===== src/rtl/student_circuit_pipe.sv =====
// rtl/student_circuit_pipe.sv - delay-line XOR pipe with valid handshake and fill indicator
// Optional STUDENT_CCT_PRIMED_GATE_EN: suppress out_valid until the delay line is primed.
module student_circuit_pipe #(
  parameter int WIDTH     = 8,
  parameter int DEPTH     = 2,
  parameter int ADD_CONST = 17,
  parameter int RESET_VAL = 3
) (
  input  logic             clk,
  input  logic             clear_n,
  input  logic             sclr,
  input  logic             in_valid,
  input  logic [WIDTH-1:0] cct_input,
  output logic             out_valid,
  output logic [WIDTH-1:0] cct_output,
  output logic             primed
);

  localparam int CW = $clog2(DEPTH + 1);
  localparam logic [WIDTH-1:0] ADD_V = WIDTH'(ADD_CONST);
  localparam logic [WIDTH-1:0] RST_V = WIDTH'(RESET_VAL);
  localparam logic [CW-1:0]    FULL  = CW'(DEPTH);
  localparam logic [DEPTH-1:0][WIDTH-1:0] STAGE_RST = {{((DEPTH-1)*WIDTH){1'b0}}, RST_V};

  // Index 0 holds the newest sample (stage 1), index DEPTH-1 the oldest.
  logic [DEPTH-1:0][WIDTH-1:0] stage_q, stage_d;
  logic [CW-1:0]               count_q, count_d;
  logic [WIDTH-1:0]            result_q, result_d;
  logic                        valid_q, valid_d;
  logic                        primed_q, primed_d;

  always_comb begin
    stage_d  = stage_q;
    count_d  = count_q;
    result_d = result_q;
    valid_d  = 1'b0;
    primed_d = primed_q;
    if (sclr) begin
      stage_d  = STAGE_RST;
      count_d  = '0;
      result_d = '0;
      primed_d = 1'b0;
    end else if (in_valid) begin
      result_d = stage_q[DEPTH-1] ^ stage_q[0] ^ (cct_input + ADD_V);
`ifdef STUDENT_CCT_PRIMED_GATE_EN
      valid_d  = primed_q;
`else
      valid_d  = 1'b1;
`endif
      stage_d  = {stage_q[DEPTH-2:0], cct_input};
      if (count_q != FULL) begin
        count_d = count_q + CW'(1);
      end
      primed_d = (count_d == FULL);
    end
  end

  always_ff @(posedge clk or negedge clear_n) begin
    if (!clear_n) begin
      stage_q  <= STAGE_RST;
      count_q  <= '0;
      result_q <= '0;
      valid_q  <= 1'b0;
      primed_q <= 1'b0;
    end else begin
      stage_q  <= stage_d;
      count_q  <= count_d;
      result_q <= result_d;
      valid_q  <= valid_d;
      primed_q <= primed_d;
    end
  end

  assign cct_output = result_q;
  assign out_valid  = valid_q;
  assign primed     = primed_q;

endmodule


===== config.mk =====
export PLATFORM = sky130hd
export DESIGN_NAME = student_circuit_pipe
export DESIGN_NICKNAME = d
export VERILOG_FILES = /design/src/rtl/student_circuit_pipe.sv
export SDC_FILE = /design/constraint.sdc
export NUM_CORES = 1
export LEC_CHECK = 0
export BUFFER_PORTS_ARGS = -buffer_cell sky130_fd_sc_hd__clkbuf_2
export CORE_AREA = 5 5 85 48
export DETAILED_ROUTE_END_ITERATION = 8
export DIE_AREA = 0 0 90 53
export GPL_TIMING_DRIVEN = 0
export MAX_ROUTING_LAYER = met4
export PLACE_DENSITY = 0.65
export SYNTH_ARGS = -nofsm -noshare
export SYNTH_HDL_FRONTEND = slang
export SYNTH_SLANG_ARGS = --single-unit

===== constraint.sdc =====
create_clock -name clk -period 1.15 [get_ports clk]
set_input_delay 0.23 -clock clk [delete_from_list [all_inputs] [get_ports clk]]
set_output_delay 0.23 -clock clk [all_outputs]
set_load 0.01 [all_outputs]

==> impl_summary.log, run 1 <==
[metrics] wire length of the first global-routing pass: 4780 um
[metrics] slew at the pin with the worst max-slew slack: 0.675 ns
[metrics] max-slew violations: 0
[metrics] number of sinks handled by clock tree synthesis: 27
[metrics] prevailing post-synth register cell: sky130_fd_sc_hd__dfrtp_1
[metrics] register area: 678 um2
[metrics] Avg Synthesized Cell Area: 11.9 um2
[metrics] top cell type by total area after synthesis: sky130_fd_sc_hd__dfrtp_1
[metrics] number of enable-type register cells in the synthesized netlist: 0
[metrics] gate count after technology mapping: 116
[metrics] Period minus WS final: 1.29 ns
[metrics] maximum number of pins on one net before global-route repair: 28
[metrics] Die Y: 53 um
[metrics] Initial Utilization: 42.4%
[metrics] setup TNS: -0.219 ns
[metrics] wire length reported by the detailed router: 2840 um
[metrics] area fraction of the dominant cell type after synthesis: 45.5%
[metrics] clock insertion delay at the later pin of the skew report: 0.27 ns
[metrics] biggest area contributors in the synthesized netlist: sky130_fd_sc_hd__dfrtp_1 45%, sky130_fd_sc_hd__mux2i_1 12%, sky130_fd_sc_hd__xnor3_1 6.6%, sky130_fd_sc_hd__nor2_1 6.3%, sky130_fd_sc_hd__dfstp_2 3.8%
[metrics] net count after synthesis: 130
[metrics] capturing instance or port of the critical path: cct_output[7]
[metrics] Synth async-reset ratio: 100%
[metrics] net switching power: 0.000532 W
[metrics] clock group share of total power: 27.0%
[metrics] I/O pin total: 22
[metrics] chip width: 90 um
[metrics] clock tree from TritonCTS: done
[metrics] fill count: 301
[metrics] routed length per instance: 15.2 um
[metrics] area growth from synthesis to layout: 17.8%
[metrics] beginning of the critical path: stage_q[15]
[metrics] worst-path cell chain: xnor3_1, a31o_1, a311oi_2
[metrics] H-tree depth reported by CTS: 1
[metrics] share of cells above drive strength 1: 24.8%
[metrics] endpoints failing hold: 0
[metrics] via count: 956
[metrics] reg-to-reg slack, setup: -0.14 ns
[metrics] leading cell type by number of instances after synthesis: sky130_fd_sc_hd__dfrtp_1
[metrics] status: finished with violations
[metrics] total congestion overflow: 0
[metrics] flops & latches, synth: 27
[metrics] Setup Skew: 0.00309 ns
[metrics] Commonest cells post-synth: 25 x sky130_fd_sc_hd__dfrtp_1, 23 x sky130_fd_sc_hd__nor2_1, 17 x sky130_fd_sc_hd__mux2i_1
[metrics] startpoint type of the worst setup path: flip-flop
[metrics] Register-to-Register Path Depth: 3
[metrics] proportion of total power due to net switching: 26.6%
[metrics] fin crit share: 112%
[metrics] maximum ir drop on the vdd rail: 0.000556 V
[metrics] type of element capturing the critical path: flip-flop
[metrics] worst path required time: 1.33 ns
[metrics] remaining routing DRC violations: 0
[metrics] cell with the largest stage delay on the worst path: sky130_fd_sc_hd__dfrtp_1
[metrics] post-detailed-placement cell area: 1530 um2
[metrics] power per unit of standard cell area: 1230 nW/um2
[metrics] capturing point of the worst reg2reg path: cct_output[7]
[metrics] row count: 15
[metrics] number of antenna diodes: 0
[metrics] # port buffers: 20
[metrics] final standard cell count with taps included and fillers excluded: 187
[metrics] floorplan die area: 4770 um2
[metrics] Post-Layout Inst Area: 1620 um2
[metrics] clock transition time at the flip-flop clock pins of the worst setup and hold paths: 0.09 ns
[metrics] warnings from Yosys: 0
[metrics] Pleak: 0.801 nW
[metrics] failing checks: setup timing
[metrics] relative contribution of combinational cells to total power: 19.9%
[metrics] number of endpoints failing setup at the final stage: 3
[metrics] setup ws final: -0.137 ns
[metrics] number of max-cap violations: 0
[metrics] critical path arrival: 1.47 ns
[metrics] share of synthesized area occupied by flip-flops and latches: 49.3%
[metrics] CTS buffer count: 3
[metrics] maximum operating frequency: 777 MHz
[metrics] global-route usage over all layers: 13.0%
[metrics] Fin Hold WS: 0.236 ns
[metrics] drt initial violations: 16
[metrics] detailed placement HPWL: 2150 um
[metrics] area of the mapped netlist: 1380 um2
[metrics] RSZ-0062 raised after global routing: yes
[metrics] Reg power frac: 53.1%
[metrics] Tightest Hold Check Type: in -> reg
[metrics] core occupancy in the finished layout: 49.9%
[metrics] NumNets Final: 160
[metrics] gp weighted congestion: 0.769
[metrics] DRT Pass-1 Iters: 4
[metrics] longest individual stage delay on the worst path: 0.40 ns
[metrics] total instance count after detailed placement: 178
[metrics] cell at the root of the clock tree: sky130_fd_sc_hd__clkbuf_8
[metrics] number of buffers on the longest clock path: 2
[metrics] internal power: 0.00146 W
[metrics] number of nets still failing antenna checks after routing: 0
[metrics] origin of the critical flop-to-flop path: stage_q[15]
[metrics] multi-input combinational cell area: 664 um2
[metrics] area of the core: 3250 um2
[metrics] crit path kind: reg -> reg
[metrics] worst relative slew slack: 55.0%
[metrics] top fanout value on the critical path: 2
[metrics] post-synth cell types: 27
[metrics] via count of the first global-routing pass: 997
[metrics] Via density: 5.11
[metrics] number of antenna violations at the first check in global routing: 0
area by class of cell:
class | count | share of cell area (%)
multi-input cells | 80 | 41.0
clock buffers | 4 | 2.78
plain buffers | 6 | 1.78
flip-flops and latches | 27 | 41.9
inverters | 3 | 0.695
repair buffers | 25 | 8.65
well taps | 42 | 3.24
power by group through the flow:
stage / Combinational, W / Clock, W / Sequential (W)
finish: 0.000397 / 0.000540 / 0.00106
global route: 0.000442 / 0.000579 / 0.00107
CTS: 0.000398 / 0.000554 / 0.00106
detailed placement: 0.000383 / 0 / 0.00108
global placement: 0.000370 / 0 / 0.00107
floorplan: 0.000238 / 0 / 0.00109
per-layer routing:
layer | up-vias | track usage [%] | wire [um]
li1 | 460 | - | -
met1 | 479 | 16.4 | 1410
met2 | 17 | 21.7 | 1300
met3 | 0 | 4.12 | 132
met4 | 0 | 1.49 | 0
met5 | - | - | 0
flip-flops by register name (all words and copies together) (netlist names):
signal      flops
count_q         2
stage_q        16
cct_output      8
out_valid       1
per-stage QoR:
step                      setup WS, ns  power (W)
final                           -0.137    0.00200
after global routing            -0.182    0.00209
after CTS                       -0.140    0.00201
after detailed placement        -0.216    0.00146
after global placement          -0.186    0.00145
after floorplan                -0.0561    0.00132
layout by cell type (no fill, tap or decap), types with 2 or more instances in the layout:
| cell | instances |
|---|---|
| sky130_fd_sc_hd__dfrtp_1 | 25 |
| sky130_fd_sc_hd__nor2_1 | 23 |
| sky130_fd_sc_hd__clkbuf_2 | 20 |
| sky130_fd_sc_hd__mux2i_1 | 17 |
| sky130_fd_sc_hd__xnor2_1 | 6 |
| sky130_fd_sc_hd__clkbuf_1 | 4 |
| sky130_fd_sc_hd__xnor3_1 | 4 |
| sky130_fd_sc_hd__buf_4 | 4 |
| sky130_fd_sc_hd__inv_1 | 3 |
| sky130_fd_sc_hd__a211oi_1 | 3 |
| sky130_fd_sc_hd__nand2_1 | 3 |
| sky130_fd_sc_hd__clkbuf_8 | 3 |
| sky130_fd_sc_hd__buf_2 | 2 |
| sky130_fd_sc_hd__and2_1 | 2 |
| sky130_fd_sc_hd__a211o_1 | 2 |
| sky130_fd_sc_hd__nand4_1 | 2 |
| sky130_fd_sc_hd__xor3_1 | 2 |
| sky130_fd_sc_hd__nand3_1 | 2 |
| sky130_fd_sc_hd__o211ai_1 | 2 |
| sky130_fd_sc_hd__ha_1 | 2 |
| sky130_fd_sc_hd__dfstp_2 | 2 |
cell families (layout without fill, tap and decap cells):
family                   count (synthesis)  after routing  synth area share, %
flip-flops                              27             27                 49.3
AO/OA/AOI/OAI                           12             12                 7.73
buffers and inverters                    9             38                 2.73
XOR/XNOR                                12             12                 13.8
multiplexers                            17             17                 12.4
AND/OR/NAND/NOR                         37             37                 12.2
adder cells (fa/ha/maj)                  2              2                 1.82
what timing repair did:
item / in CTS / in global routing
hold buffers: 1 / 0
endpoints found under the hold margin: 13 / 0
setup endpoints to repair: 4 / 6
buffers inserted: 3 / 1
resized for setup: 0 / 2
pin swaps: 4 / 0
critical path: cells and delay by family, from the launching register on:
kind                      cells  cell delay (ns)
AOI/OAI and AO/OA             2             0.44
xor gates and xnor gates      1             0.36
DFF                           1             0.40
how the worst min path moves through the flow:
| stage | from | endpoint | cells past startpoint |
|---|---|---|---|
| floorplan | clear_n | cct_output[0] | 0 |
| global placement | clear_n | stage_q[13] | 1 |
| detailed placement | clear_n | cct_output[7] | 1 |
| CTS | cct_input[7] | stage_q[7] | 3 |
| global route | cct_input[7] | stage_q[7] | 3 |
| finish | cct_input[7] | stage_q[7] | 3 |
No activity file was read; power rests on OpenSTA's default activity.
==> run 2, diff against run 1 <==
--- a/constraint.sdc
+++ b/constraint.sdc
@@ -3,2 +3,2 @@
 set_output_delay 0.23 -clock clk [all_outputs]
-set_load 0.01 [all_outputs]
+set_load 0.1 [all_outputs]
==> run 2 against run 1 <==
  * The run ends with hold timing, setup timing left
  * Utilization rose by 4.6 points
  * First-iteration DRC count rose to 2.7 times the previous value
  * Non-clock buffer count fell by 2
  * Setup slack got worse by 0.0065 ns
  * Via count rose by 1.3%
  * Power rose by 17%
  * Sequential share of layout area fell by 2.7 points
  * Sequential cell count did not move
  * Register-to-register slack barely moved
  * Largest cell class unchanged
==> impl_summary.log, run 2 (synthesis gave the netlist of run 1 again) <==
[metrics] type of element capturing the critical path: flip-flop (unchanged)
[metrics] number of antenna diodes: 0 (unchanged)
[metrics] via count of the first global-routing pass: 1003 (was 997)
[metrics] setup ws final: -0.144 ns (was -0.137 ns)
[metrics] number of sinks handled by clock tree synthesis: 27 (unchanged)
[metrics] area of the core: 3250 um2 (unchanged)
[metrics] chip width: 90 um (unchanged)
[metrics] I/O pin total: 22 (unchanged)
[metrics] status: finished with violations (unchanged)
[metrics] number of max-cap violations: 0 (unchanged)
[metrics] setup TNS: -0.312 ns (was -0.219 ns)
[metrics] failing checks: hold timing, setup timing (was setup timing)
[metrics] total instance count after detailed placement: 178 (unchanged)
[metrics] detailed placement HPWL: 2120 um (was 2150 um)
[metrics] crit path kind: reg -> reg (unchanged)
[metrics] floorplan die area: 4770 um2 (unchanged)
[metrics] CTS buffer count: 3 (unchanged)
[metrics] worst slack, placed: -0.228 ns (was -0.216 ns)
[metrics] met1 Track Usage GR: 17.7% (was 16.4%)
[metrics] max-slew violations: 0 (unchanged)
[metrics] critical path arrival: 1.47 ns (about the same)
[metrics] Tightest Hold Check Type: in -> async (was in -> reg)
[metrics] global-route usage over all layers: 14.2% (was 13.0%)
[metrics] maximum ir drop on the vdd rail: 0.000522 V (was 0.000556 V)
[metrics] Post-Layout Inst Area: 1770 um2 (was 1620 um2)
[metrics] clock insertion delay at the later pin of the skew report: 0.27 ns (about the same)
[metrics] Period minus WS final: 1.29 ns (about the same)
[metrics] maximum operating frequency: 773 MHz (was 777 MHz)
[metrics] power per unit of standard cell area: 1320 nW/um2 (was 1230 nW/um2)
[metrics] remaining routing DRC violations: 0 (unchanged)
[metrics] number of endpoints failing setup at the final stage: 4 (was 3)
[metrics] total congestion overflow: 0 (unchanged)
[metrics] worst path required time: 1.33 ns (about the same)
[metrics] wire length of the first global-routing pass: 5020 um (was 4780 um)
[metrics] post-detailed-placement cell area: 1540 um2 (was 1530 um2)
[metrics] NumNets Final: 158 (was 160)
[metrics] worst relative slew slack: 52.8% (was 55.0%)
[metrics] Pleak: 0.822 nW (was 0.801 nW)
[metrics] max FFs per register: 16 (unchanged)
[metrics] slew at the pin with the worst max-slew slack: 0.708 ns (was 0.675 ns)
[metrics] Setup Skew: 0.00348 ns (was 0.00309 ns)
[metrics] fin crit share: 113% (was 112%)
[metrics] global routing usage on met2: 22.7% (was 21.7%)
[metrics] H-tree depth reported by CTS: 1 (unchanged)
[metrics] top fanout value on the critical path: 2 (unchanged)
[metrics] endpoints failing hold: 25 (was 0)
[metrics] register with the highest flop count: stage_q (unchanged)
[metrics] most used cells in the layout excluding fill and tap cells: 23 x sky130_fd_sc_hd__nor2_1, 17 x sky130_fd_sc_hd__mux2i_1, 16 x sky130_fd_sc_hd__dfrtp_1, 10 x sky130_fd_sc_hd__clkbuf_2, 8 x sky130_fd_sc_hd__dfrtp_2 (was 25 x sky130_fd_sc_hd__dfrtp_1, 23 x sky130_fd_sc_hd__nor2_1, 20 x sky130_fd_sc_hd__clkbuf_2, 17 x sky130_fd_sc_hd__mux2i_1, 6 x sky130_fd_sc_hd__xnor2_1)
[metrics] fill count: 281 (was 301)
[metrics] area growth from synthesis to layout: 28.7% (was 17.8%)
[metrics] share of cells above drive strength 1: 33.6% (was 24.8%)
[metrics] maximum number of pins on one net before global-route repair: 28 (unchanged)
[metrics] M3 GR Usage: 4.26% (was 4.12%)
[metrics] clock transition time at the flip-flop clock pins of the worst setup and hold paths: 0.09 ns (about the same)
[metrics] routed length per instance: 16.3 um (was 15.2 um)
[metrics] final standard cell count with taps included and fillers excluded: 185 (was 187)
[metrics] number of nets still failing antenna checks after routing: 0 (unchanged)
[metrics] Most Crowded Layer GR: met2 (unchanged)
[metrics] number of buffers on the longest clock path: 2 (unchanged)
[metrics] Initial Utilization: 42.4% (unchanged)
[metrics] number of antenna violations at the first check in global routing: 0 (unchanged)
[metrics] Fin Hold WS: -0.0105 ns (was 0.236 ns)
[metrics] startpoint type of the worst setup path: flip-flop (unchanged)
[metrics] # port buffers: 20 (unchanged)
[metrics] Via density: 5.23 (was 5.11)
[metrics] Die Y: 53 um (unchanged)
[metrics] most common cell after layout, fill and taps aside: sky130_fd_sc_hd__nor2_1 (was sky130_fd_sc_hd__dfrtp_1)
[metrics] row count: 15 (unchanged)
[metrics] clock tree from TritonCTS: done (unchanged)
[metrics] RSZ-0062 raised after global routing: yes (unchanged)
[metrics] Post-CTS Hold Fix Bufs: 0 (was 1)
[metrics] via count: 968 (was 956)
[metrics] drt initial violations: 43 (was 16)
[metrics] final total power: 0.00233 W (was 0.00200 W)
[metrics] gp weighted congestion: 0.776 (was 0.769)
[metrics] DRT Pass-1 Iters: 4 (unchanged)
[metrics] wire length reported by the detailed router: 3020 um (was 2840 um)
[metrics] cell at the root of the clock tree: sky130_fd_sc_hd__clkbuf_8 (unchanged)
[run 2: metal layers]
layer,part of all wire (%),wire length [um],vias to the layer above
li1,-,-,463
met1,47,1420,473
met2,46,1400,26
met3,5.3,159,6
met4,1.5,44,0
met5,0,0,-
[run 2: final cells by class]
class | count | area, um2 | area share (%)
buffer | 6 | 28.8 | 1.63
clock buffer | 4 | 45.0 | 2.55
inverter | 3 | 11.3 | 0.636
multi-input combinational | 80 | 688 | 38.9
sequential | 27 | 692 | 39.1
tap | 42 | 52.6 | 2.97
timing repair buffer | 23 | 251 | 14.2
[run 2: final timing paths]
kind	start	to	slack [ns]	depth (start not counted)
setup / recovery	stage_q[15]	cct_output[7]	-0.14	3
min in group clk	cct_input[7]	stage_q[7]	0.23	3
max in group asynchronous	clear_n	count_q[1]	0.64	1
hold reg to reg	stage_q[9]	stage_q[9]	0.54	2
hold / removal	clear_n	stage_q[13]	-0.01	1
setup reg to reg	stage_q[15]	cct_output[7]	-0.14	3
[run 2: critical path, cell delays in order (launching register included)]
cell	delay, ns
sky130_fd_sc_hd__dfrtp_1	0.40
sky130_fd_sc_hd__xnor3_1	0.37
sky130_fd_sc_hd__a31o_1	0.21
sky130_fd_sc_hd__a311oi_2	0.22
[run 2: per-stage QoR]
step	hold slack, ns	utilization [%]
floorplan	-0.0656	-
global placement	0.287	47.5
detailed placement	0.303	47.5
CTS	0.00385	53.3
global route	0.0485	54.5
finish	-0.0105	54.5
[run 2: power breakdown]
| group | total [W] | leakage [nW] | internal, W | switching (W) |
|---|---|---|---|---|
| clock | 0.000542 | 0.0228 | 0.000248 | 0.000294 |
| sequential | 0.00108 | 0.340 | 0.00102 | 0.0000576 |
| combinational | 0.000708 | 0.459 | 0.000281 | 0.000427 |
| total | 0.00233 | 0.822 | 0.00155 | 0.000778 |
[run 2: timing repair]
item,CTS,global route
buffers inserted,3,0
setup endpoints to repair,14,14
resized for setup,23,12
pin swaps,2,1
